==> src/rtl/canny_frame_ctrl.sv <==
// Frame/line sequencer for a Canny edge pipeline: vsync start-up, line gaps,
// pixel-pair streaming with downstream backpressure and 3x3 window flags.
module canny_frame_ctrl #(
  parameter int WIDTH          = 768,
  parameter int HEIGHT         = 512,
  parameter int START_UP_DELAY = 100,
  parameter int HSYNC_DELAY    = 160
) (
  input  logic       HCLK,
  input  logic       HRESET,
  input  logic       start,
  input  logic       abort,
  input  logic       ds_ready,
  output logic       VSYNC,
  output logic       HSYNC,
  output logic [9:0] ROW,
  output logic [9:0] COL,
  output logic       WIN_VALID,
  output logic       BORDER,
  output logic       BUSY,
  output logic       FRAME_DONE
);

  localparam logic [9:0]  LAST_COL = 10'(WIDTH - 2);
  localparam logic [9:0]  LAST_ROW = 10'(HEIGHT - 1);
  localparam logic [15:0] VS_LAST  = 16'(START_UP_DELAY - 1);
  localparam logic [15:0] HG_LAST  = 16'(HSYNC_DELAY - 1);

  typedef enum logic [2:0] {
    S_IDLE,
    S_VSYNC,
    S_HGAP,
    S_DATA,
    S_DONE
  } state_t;

  state_t      st_q, st_d;
  logic [15:0] cnt_q, cnt_d;
  logic [9:0]  row_q, row_d;
  logic [9:0]  col_q, col_d;
  logic        vs_q, vs_d;
  logic        hs_q, hs_d;
  logic        win_q, win_d;
  logic        bord_q, bord_d;
  logic        busy_q, busy_d;
  logic        done_q, done_d;

  always_comb begin
    st_d   = st_q;
    cnt_d  = cnt_q;
    row_d  = row_q;
    col_d  = col_q;
    vs_d   = 1'b0;
    hs_d   = 1'b0;
    done_d = 1'b0;
    unique case (st_q)
      S_IDLE: begin
        cnt_d = '0;
        row_d = '0;
        col_d = '0;
        if (start) begin
          st_d = S_VSYNC;
          vs_d = 1'b1;
        end
      end
      S_VSYNC: begin
        if (cnt_q == VS_LAST) begin
          st_d  = S_HGAP;
          cnt_d = '0;
        end else begin
          cnt_d = cnt_q + 16'd1;
          vs_d  = 1'b1;
        end
      end
      S_HGAP: begin
        if (cnt_q == HG_LAST) begin
          st_d  = S_DATA;
          cnt_d = '0;
          hs_d  = ds_ready;
        end else begin
          cnt_d = cnt_q + 16'd1;
        end
      end
      S_DATA: begin
        // HSYNC is ds_ready registered; the pair shown is consumed when it
        // was flagged valid, so each COL gets exactly one valid cycle.
        hs_d = ds_ready;
        if (hs_q) begin
          if (col_q == LAST_COL) begin
            hs_d = 1'b0;
            if (row_q == LAST_ROW) begin
              st_d   = S_DONE;
              done_d = 1'b1;
            end else begin
              st_d  = S_HGAP;
              row_d = row_q + 10'd1;
              col_d = '0;
            end
          end else begin
            col_d = col_q + 10'd2;
          end
        end
      end
      S_DONE: begin
        st_d  = S_IDLE;
        row_d = '0;
        col_d = '0;
      end
      default: st_d = S_IDLE;
    endcase
    if (abort && st_q != S_IDLE) begin
      st_d   = S_IDLE;
      cnt_d  = '0;
      row_d  = '0;
      col_d  = '0;
      vs_d   = 1'b0;
      hs_d   = 1'b0;
      done_d = 1'b0;
    end
    busy_d = (st_d != S_IDLE);
    win_d  = hs_d && (row_d >= 10'd2);
    bord_d = hs_d && (row_d == '0 || row_d == LAST_ROW ||
                      col_d == '0 || col_d == LAST_COL);
  end

  always_ff @(posedge HCLK or posedge HRESET) begin
    if (HRESET) begin
      st_q   <= S_IDLE;
      cnt_q  <= '0;
      row_q  <= '0;
      col_q  <= '0;
      vs_q   <= 1'b0;
      hs_q   <= 1'b0;
      win_q  <= 1'b0;
      bord_q <= 1'b0;
      busy_q <= 1'b0;
      done_q <= 1'b0;
    end else begin
      st_q   <= st_d;
      cnt_q  <= cnt_d;
      row_q  <= row_d;
      col_q  <= col_d;
      vs_q   <= vs_d;
      hs_q   <= hs_d;
      win_q  <= win_d;
      bord_q <= bord_d;
      busy_q <= busy_d;
      done_q <= done_d;
    end
  end

  assign VSYNC      = vs_q;
  assign HSYNC      = hs_q;
  assign ROW        = row_q;
  assign COL        = col_q;
  assign WIN_VALID  = win_q;
  assign BORDER     = bord_q;
  assign BUSY       = busy_q;
  assign FRAME_DONE = done_q;

endmodule

==> config.mk <==
export PLATFORM = sky130hd
export DESIGN_NAME = canny_frame_ctrl
export DESIGN_NICKNAME = d
export VERILOG_FILES = /design/src/rtl/canny_frame_ctrl.sv
export SDC_FILE = /design/constraint.sdc
export NUM_CORES = 1
export LEC_CHECK = 0
export ABC_AREA = 0
export CAP_MARGIN = 20
export CELL_PAD_IN_SITES_DETAIL_PLACEMENT = 1
export CELL_PAD_IN_SITES_GLOBAL_PLACEMENT = 2
export CORE_MARGIN = 2
export CORE_UTILIZATION = 36
export CTS_BUF_LIST = sky130_fd_sc_hd__clkbuf_2
export CTS_CLUSTER_SIZE = 12
export DETAILED_ROUTE_END_ITERATION = 8
export GPL_ROUTABILITY_DRIVEN = 1
export PLACE_DENSITY_LB_ADDON = 0.25
export SETUP_SLACK_MARGIN = 0.4
export SYNTH_ARGS = -nofsm -noshare
export SYNTH_HDL_FRONTEND = slang
export SYNTH_SLANG_ARGS = --single-unit
==> constraint.sdc <==
create_clock -name HCLK -period 3.2 [get_ports HCLK]
set_clock_uncertainty 0.05 [all_clocks]
set_input_delay 0.48 -clock HCLK [delete_from_list [all_inputs] [get_ports HCLK]]
set_output_delay 0.48 -clock HCLK [all_outputs]
set_load 0.01 [all_outputs]
# == Word-level counts from Yosys, hierarchy flattened ==
# Cells that the tools add are included.
# totals
reg_bits,45
input_bits,5
elab_cells,73
# op_classes
n_addsub,3
magnitude_cmp,1
eq_ne,10
mux,36
n_reduce_logical,13
# op_table
cell,n
$mux W10,8
$mux W16,3
$pmux W16 S3,1
$pmux W10 S2,2
$mux W3,7
$eq A10 B10 Y1 const B,2
$eq A10 B9 Y1 const B,2
$logic_not A10 Y1,2
$add A16 B1 Y16 const B,1
$eq A16 B7 Y1 const B,1
$eq A16 B8 Y1 const B,1
$mux W1,12
$pmux W3 S4,1
$add A10 B1 Y10 const B,1
$add A10 B2 Y10 const B,1
$ge A10 B2 Y1 const B,1
$eq A3 B2 Y1 const B,2
$reduce_bool A3 Y1,2
$pmux W1 S2,2
$reduce_bool A4 Y1,1
$eq A3 B1 Y1 const B,1
$eq A3 B3 Y1 const B,1
$logic_and A1 B1 Y1,3
$logic_not A3 Y1,1
other kinds (2),4

# == Depth between registers and ports, before layout ==
# Gate-level depths: netlist (run 1).
# logic_depth
word_depth,11
ltp_mapped,10

# == Worst setup path after synthesis (run 1) ==
# Ideal clock, no wire load.
# synth_path
path_type,register -> register
from,register hs_q (netlist: HSYNC)
to,register bord_q (netlist: BORDER)
setup_ns,0.064
arrival_ns,2.713
setup_slack_ns,0.372
path_stages_with_launch,9
path_buffers,0
path_cell_list,dfrtp_1 > or3b_1 > a2111o_1 > nor4_2 > mux2i_1 > or4_4 > or3_1 > a21oi_1 > o21a_1
# synth_via
elab_chain_len,8
elab_cells_between_ends,17
cone_classes,eq/ne: 2; mux: 9; reduce/logical: 6
# synth_rtl
element,line,rtl
start: declaration,42,"logic hs_q, hs_d;"
start signal: assignment,144,hs_q <= hs_d;
$mux W10 (*),88,if (hs_q) begin
$pmux W10 S2 (*),56,unique case (st_q)
$mux W10 (*),111,if (abort && st_q != S_IDLE) begin
via row_d[5],39,"logic [9:0] row_q, row_d;"
$eq A10 B9 Y1 / $logic_not A10 Y1 (equally long branches),122,bord_d = hs_d && (row_d == '0 || row_d == LAST_ROW ||
$logic_or A1 B1 Y1 (*) (2 in series),122,
$logic_or A1 B1 Y1 (*),123,col_d == '0 || col_d == LAST_COL);
$logic_and A1 B1 Y1 (*),122,
via bord_d,44,"logic bord_q, bord_d;"
end signal: assignment,146,bord_q <= bord_d;
end: declaration,44,
# Mark *: on every way through the listed nets, which the timed path passes. The rest lies on a longest branch.
# A chain may end at the register's enable or synchronous reset.

# == Worst setup path in the final report (run 1) ==
# layout_path
from,register row_q[1] (netlist: ROW[1])
to,register bord_q (netlist: BORDER)
# layout_via
elab_chain_len,11
elab_cells_between_ends,20
cone_classes,add/sub: 1; eq/ne: 3; mux: 10; reduce/logical: 6
# layout_rtl
element,line,rtl
start: declaration,39,
start signal: assignment,141,row_q <= row_d;
$add A10 B1 Y10 / $eq A10 B9 Y1 (equally long branches),"96, 91",
$mux W10 (*),91,if (row_q == LAST_ROW) begin
$mux W10 (*),89,if (col_q == LAST_COL) begin
$mux W10 (*),88,
$pmux W10 S2 (*),56,
$mux W10 (*),111,
via row_d[4],39,
$eq A10 B9 Y1 / $logic_not A10 Y1 (equally long branches),122,
$logic_or A1 B1 Y1 (*) (2 in series),122,
$logic_or A1 B1 Y1 (*),123,
$logic_and A1 B1 Y1 (*),122,
via bord_d,44,
# Marked as above.

==> impl_metrics.csv, run 1 <==
group,metric,value,unit
layout,nets,382,
cts,clock_latency,0.41,ns
cts,clkTransAtPathRegs,0.25,ns
critical_path,cp_max_fo,4,
outcome,status,"finished clean",
cts,cts_tree,"built",
die,initial_core_util,0.3723,
detailed_routing,drt_iter0_drc,173,
cts,clockBufferDepth,2,
timing,min_period_over_period,0.9251,
power_and_ir_drop,seq_power_share,0.560,
power_and_ir_drop,power.leakage,1.503,nW
placed_design,hpwl,6360,um
power_and_ir_drop,p_comb_frac,0.130,
die,coreArea,0.007292,mm2
layout,drive_gt1_frac,0.2107,
placed_design,post-place-ws,0.1815,ns
placed_design,io_buffers,30,
power_and_ir_drop,netSwitchingFraction,0.2746,
timing,hold_ws,0.2318,ns
synthesis,syn_area_per_cell,8.730,um2
power_and_ir_drop,p_int,0.0007669,W
timing,fin_crit,2.960,ns
synthesis,yosysWarnings,0,
cts,ctsHoldBuffers,0,
timing,tightest_slew,0.8412,ns
critical_path,crit_required,3.52,ns
timing,hold_violations,0,
critical_path,worst-endpoint-arrival,3.28,ns
power_and_ir_drop,power_density,294.9,mW/mm2
synthesis,syn_inst,311,
detailed_routing,detail-route-antenna-nets,0,
layout,multi_input_area,0.001614,mm2
min_path,hp-class,"input port to async pin",
timing,max_freq,337.8,MHz
synthesis,ys_seq_elements,45,
layout,utilization,0.4916,
layout,area.sequential,0.001132,mm2
critical_path,worstSetupEndpointType,"flop",
synthesis,async_reset_ff_frac,1.000,
grt,grt_first_pass_wirelength,14660,um
flow_run,drv_cap,0,
grt,grt_usage,0.2199,
grt,grt-ovfl-total,0,
detailed_routing,wl_per_cell,18.81,um
grt,antenna_found_initial,0,
layout,syn_to_final_growth,32.03,%
detailed_routing,vias,2749,
timing,slew_headroom,0.4371,
cts,cts_root_buf,"clkbuf_2",
placed_design,dp_cells,451,
cts,cts.sinks,45,
timing,rsz0062_at_grt,"true",
synthesis,synth-edff-count,0,
layout,n_fill_cell,877,
die,rows,31,
synthesis,synth.distinct_cells,57,
synthesis,seq_area_frac_synth,0.4147,
grt,grt_pass1_vias,2845,
layout,diodes,0,
detailed_routing,drc,0,
die,dieArea,0.008253,mm2
layout,instances_no_fill,474,
power_and_ir_drop,irDropWorstVdd,0.1512,mV
power_and_ir_drop,clockPowerShare,0.310,
synthesis,syn_nets,319,
cts,htreeDepth,2,
detailed_routing,drt-pass1-iter-count,4,
timing,slew_violations,0,
grt,grt_max_degree,27,
synthesis,synth_area,0.002715,mm2
detailed_routing,drt-total-wl,8914,um
timing,setup_slack,0.2398,ns
die,die_w,90.85,um
detailed_routing,viasPerCell,5.800,
timing,finalSetupViolCount,0,
timing,finalSetupTns,0,ns
die,die_height,90.85,um
critical_path,cp-start-kind,"flop",
die,ios,31,
critical_path,path_class,"flop to flop",
placed_design,gp_congestion,0.8644,
synthesis,synth_ff_type,"dfrtp_1",
cts,cts_made_buffers,5,
power_and_ir_drop,p_switching,0.0002903,W
==> final timing paths <==
path	slack [ns]	to	from	cells after the start
min in group HCLK	0.45	cnt_q[15]	cnt_q[15]	1
worst max-delay path	0.24	BORDER	ROW[1]	9
max in group asynchronous	2.28	st_q[0]	HRESET	3
worst min-delay path	0.23	COL[0]	HRESET	2
worst min register to register	0.45	cnt_q[15]	cnt_q[15]	1
worst max register to register	0.24	BORDER	ROW[1]	9
==> metal layers <==
metal | track usage | share of wire
met4 | 0.06061 | 0.010
met3 | 0.03756 | 0.045
met2 | 0.3725 | 0.50
met1 | 0.2897 | 0.44
met5 | 0 | 0
==> stage by stage <==
step | instance area, um2 | total power (W)
2_1_floorplan | 2716 | 0.0006835
3_3_place_gp | 3268 | 0.0007320
3_5_place_dp | 3268 | 0.0007362
4_1_cts | 3461 | 0.001081
5_1_grt | 3585 | 0.001117
6_report | 3585 | 0.001057
==> flip-flops by register name (all words and copies together) (netlist names), 3 cells and up <==
register / count
cnt_q: 16
ROW: 10
COL: 10
st_q: 3
==> cell usage after synthesis, drive strengths merged (4+ instances only) <==
cell type  count  area, um2
dfrtp         45       1126
nand2         33      123.9
o21ai         28      140.1
nor2          20      75.07
nand3         18      90.09
a21oi         12      60.06
clkbuf        12      45.04
nor3          12      65.06
inv           11      41.29
nor2b         10      62.56
and3           9      56.30
nor4           9      62.56
or4            9      72.57
o31ai          8      60.06
nand4          7      58.81
or3            6      37.54
mux2i          5      50.05
and4           4      35.03
o211ai         4      30.03
==> power by group through the flow <==
stage                     registers (W)  logic (W)  clock network, W
after floorplan                0.000602  0.0000813                 0
after global placement         0.000602   0.000130                 0
after detailed placement       0.000603   0.000134                 0
after CTS                      0.000592   0.000139          0.000350
after global routing           0.000594   0.000154          0.000369
final                          0.000592   0.000137          0.000328
==> layout make-up <==
| class | instances | share of cell area |
|---|---|---|
| Clock inverter | 2 | 0.009424 |
| Multi-Input combinational cell | 243 | 0.4503 |
| Tap cell | 99 | 0.03456 |
| Timing Repair Buffer | 68 | 0.1700 |
| Inverter | 11 | 0.01152 |
| Clock buffer | 6 | 0.008377 |
| Sequential cell | 45 | 0.3159 |
==> cells by family after synthesis <==
family | Yosys count | synth area share
flip-flops | 45 | 0.4147
AO/OA/AOI/OAI | 77 | 0.1862
multiplexers | 5 | 0.01843
XOR/XNOR | 4 | 0.01291
buffers and inverters | 23 | 0.03180
AND/OR/NAND/NOR | 154 | 0.3221
adder cells (fa/ha/maj) | 3 | 0.01383
==> critical path: stages (launching register included) <==
cell and delay (ns):
dfrtp_2 0.44, ha_1 0.25, inv_1 0.12, or4_1 0.61, nand4_1 0.17, mux2i_1 0.13
or4_4 0.53, or3_1 0.36, a21oi_1 0.13, o21a_1 0.12
==> placed cells by master, fill, tap and decap left out, types with 9 or more instances in the layout <==
master           Yosys  layout
nand2_1             33      33
o21ai_0             25      24
buf_4                0      34
and3_1               9       9
dfrtp_1             45      40
nor2_1              20      20
nor3_1              11       9
clkdlybuf4s50_1      0      30
nor2b_1             10      10
a21oi_1             12       9
inv_1               11      10
nand3_1             18      18
==> what timing repair did <==
item / in CTS / in global routing
endpoints found under the setup margin: 1 / 14
gates resized for setup: 15 / 16
pin swaps: 12 / 5
buffers inserted: 9 / 6
Note: power is estimated with default switching activity, not from simulation.
==> inputs of run 2 (changes only) <==
Settings changed: PLACE_DENSITY_LB_ADDON 0.25 to 0.1.
==> impl_metrics.csv, run 2 (synthesis results as in run 1) <==
group,metric,value,unit
detailed_routing,viasPerCell,5.796,
layout,n_fill_cell,890,
critical_path,cp-start-kind,"flop",
cts,cts_tree,"built",
cts,clockBufferDepth,2,
grt,antenna_found_initial,0,
cts,clock_latency,0.44,ns
cts,clkTransAtPathRegs,0.26,ns
timing,rsz0062_at_grt,"true",
die,ios,31,
grt,grt_pass1_vias,2707,
layout,nets,384,
cts,ctsHoldBuffers,0,
detailed_routing,drc,0,
cts,cts_made_buffers,5,
die,rows,31,
layout,instances_no_fill,476,
critical_path,r2r_end,"BORDER",
grt,grt_usage,0.2202,
die,die_w,90.85,um
critical_path,r2r_cells,9,
timing,tightest_slew,0.6911,ns
placed_design,dp_cells,452,
critical_path,regToRegStartpoint,"st_q[1]",
layout,layout_commonest_cell,"dfrtp_1",
timing,finalSetupTns,0,ns
timing,min_period_over_period,0.9392,
critical_path,slowest_delay,0.52,ns
timing,finalSetupViolCount,0,
critical_path,cp_max_fo,5,
detailed_routing,drt-total-wl,8701,um
placed_design,io_buffers,30,
grt,grt-ovfl-total,0,
detailed_routing,wl_per_cell,18.28,um
critical_path,reg2reg_slack,0.19,ns
placed_design,hpwl,6438,um
timing,hold_violations,0,
outcome,status,"finished clean",
cts,htreeDepth,2,
power_and_ir_drop,irDropWorstVdd,0.1556,mV
critical_path,worstSetupEndpointType,"flop",
grt,grt_first_pass_wirelength,14510,um
die,die_height,90.85,um
timing,slew_violations,0,
placed_design,gp_congestion,0.8938,
cts,cts.sinks,45,
min_path,hp-class,"input port to async pin",
detailed_routing,detail-route-antenna-nets,0,
layout,final_cell_mix,"dfrtp_1 (44), buf_4 (38), nand2_1 (33)",
layout,largest_reg_flops,16,
layout,multi_input_area,0.001597,mm2
layout,diodes,0,
detailed_routing,drt_iter0_drc,105,
critical_path,cp_slowest_cell,"a2111o_1",
layout,area.sequential,0.001127,mm2
critical_path,crit_required,3.56,ns
cts,cts_root_buf,"clkbuf_2",
power_and_ir_drop,power.leakage,1.507,nW
timing,fin_crit,3.006,ns
layout,drive_gt1_frac,0.1989,
timing,slew_headroom,0.5376,
flow_run,drv_cap,0,
detailed_routing,drt-pass1-iter-count,4,
power_and_ir_drop,power_density,298.5,mW/mm2
die,coreArea,0.007292,mm2
critical_path,worst-endpoint-arrival,3.37,ns
timing,max_freq,332.7,MHz
layout,utilization,0.4887,
layout,max_flop_register,"cnt_q",
grt,grt_max_degree,27,
detailed_routing,vias,2759,
die,initial_core_util,0.3723,
critical_path,path_class,"flop to flop",
layout,syn_to_final_growth,31.24,%
critical_path,crit_chain,"or3b_4 -> a2111o_1 -> buf_6 -> nor4_4 -> mux2i_1 -> or4_4 -> or3_4 -> a21oi_2 -> o21a_1",
die,dieArea,0.008253,mm2
## run 2: per-layer routing
metal  global-route usage  share of wire  vias to the layer above  wire, um
met2               0.3794           0.52                       45      4490
met5                    0              0                        -         0
met1               0.2837           0.44                     1393      3842
li1                     -              -                     1310         -
met3              0.03255          0.026                       11       228
met4              0.07197          0.016                        0       139
## run 2: cell type report
class / instances / area share
Inverter: 11 / 0.01159
Clock buffer: 5 / 0.007022
Sequential cell: 45 / 0.3164
Timing Repair Buffer: 70 / 0.1706
Multi-Input combinational cell: 243 / 0.4480
Tap cell: 99 / 0.03476
Clock inverter: 3 / 0.01159
## run 2: what timing repair did
| action | 4_1_cts | 5_1_grt |
|---|---|---|
| pin swaps | 8 | 7 |
| endpoints found under the setup margin | 2 | 13 |
| resized for setup | 7 | 15 |
| setup buffers | 14 | 2 |
| gates cloned | 0 | 0 |
## run 2: power breakdown
group	switching [W]	internal [W]	total (W)
Sequential	0.00000967	0.000583	0.000592
Clock	0.000203	0.000129	0.000332
Combinational	0.0000871	0.0000529	0.000140
## run 2: worst max path at each step
stage / startpoint / end / slack, ns / cells past startpoint
final: st_q[1] / BORDER / 0.19 / 9
after CTS: st_q[1] / BORDER / 0.28 / 8
after detailed placement: st_q[1] / BORDER / 0.20 / 9
after global routing: st_q[1] / BORDER / 0.12 / 9
after floorplan: COL[8] / BORDER / 0.39 / 9
after global placement: HSYNC / BORDER / 0.24 / 8
## run 2: worst max-delay path, delay by kind of cell, from the launching register on
kind,cells,cell delay (ns)
buf+inv,1,0.16
compound gates,3,0.75
simple gates,4,1.40
flops,1,0.46
mux,1,0.14
## run 2: metrics by stage
step                area (um2)  setup WS [ns]  hold WS (ns)  total power, W
finish                    3563         0.1944        0.2397        0.001064
detailed placement        3276         0.1987        0.4268       0.0007392
global placement          3276         0.2353        0.4154       0.0007365
CTS                       3477         0.2778        0.2429        0.001077
floorplan                 2716         0.3938        0.3877       0.0006835
global route              3563         0.1222        0.2335        0.001122
==> inputs of run 3 (changes only) <==
Settings changed: ABC_CLOCK_PERIOD_IN_PS set to 3200.
==> results of run 3 <==
No change in the layout: final DEF, timing and power equal those of run 2.
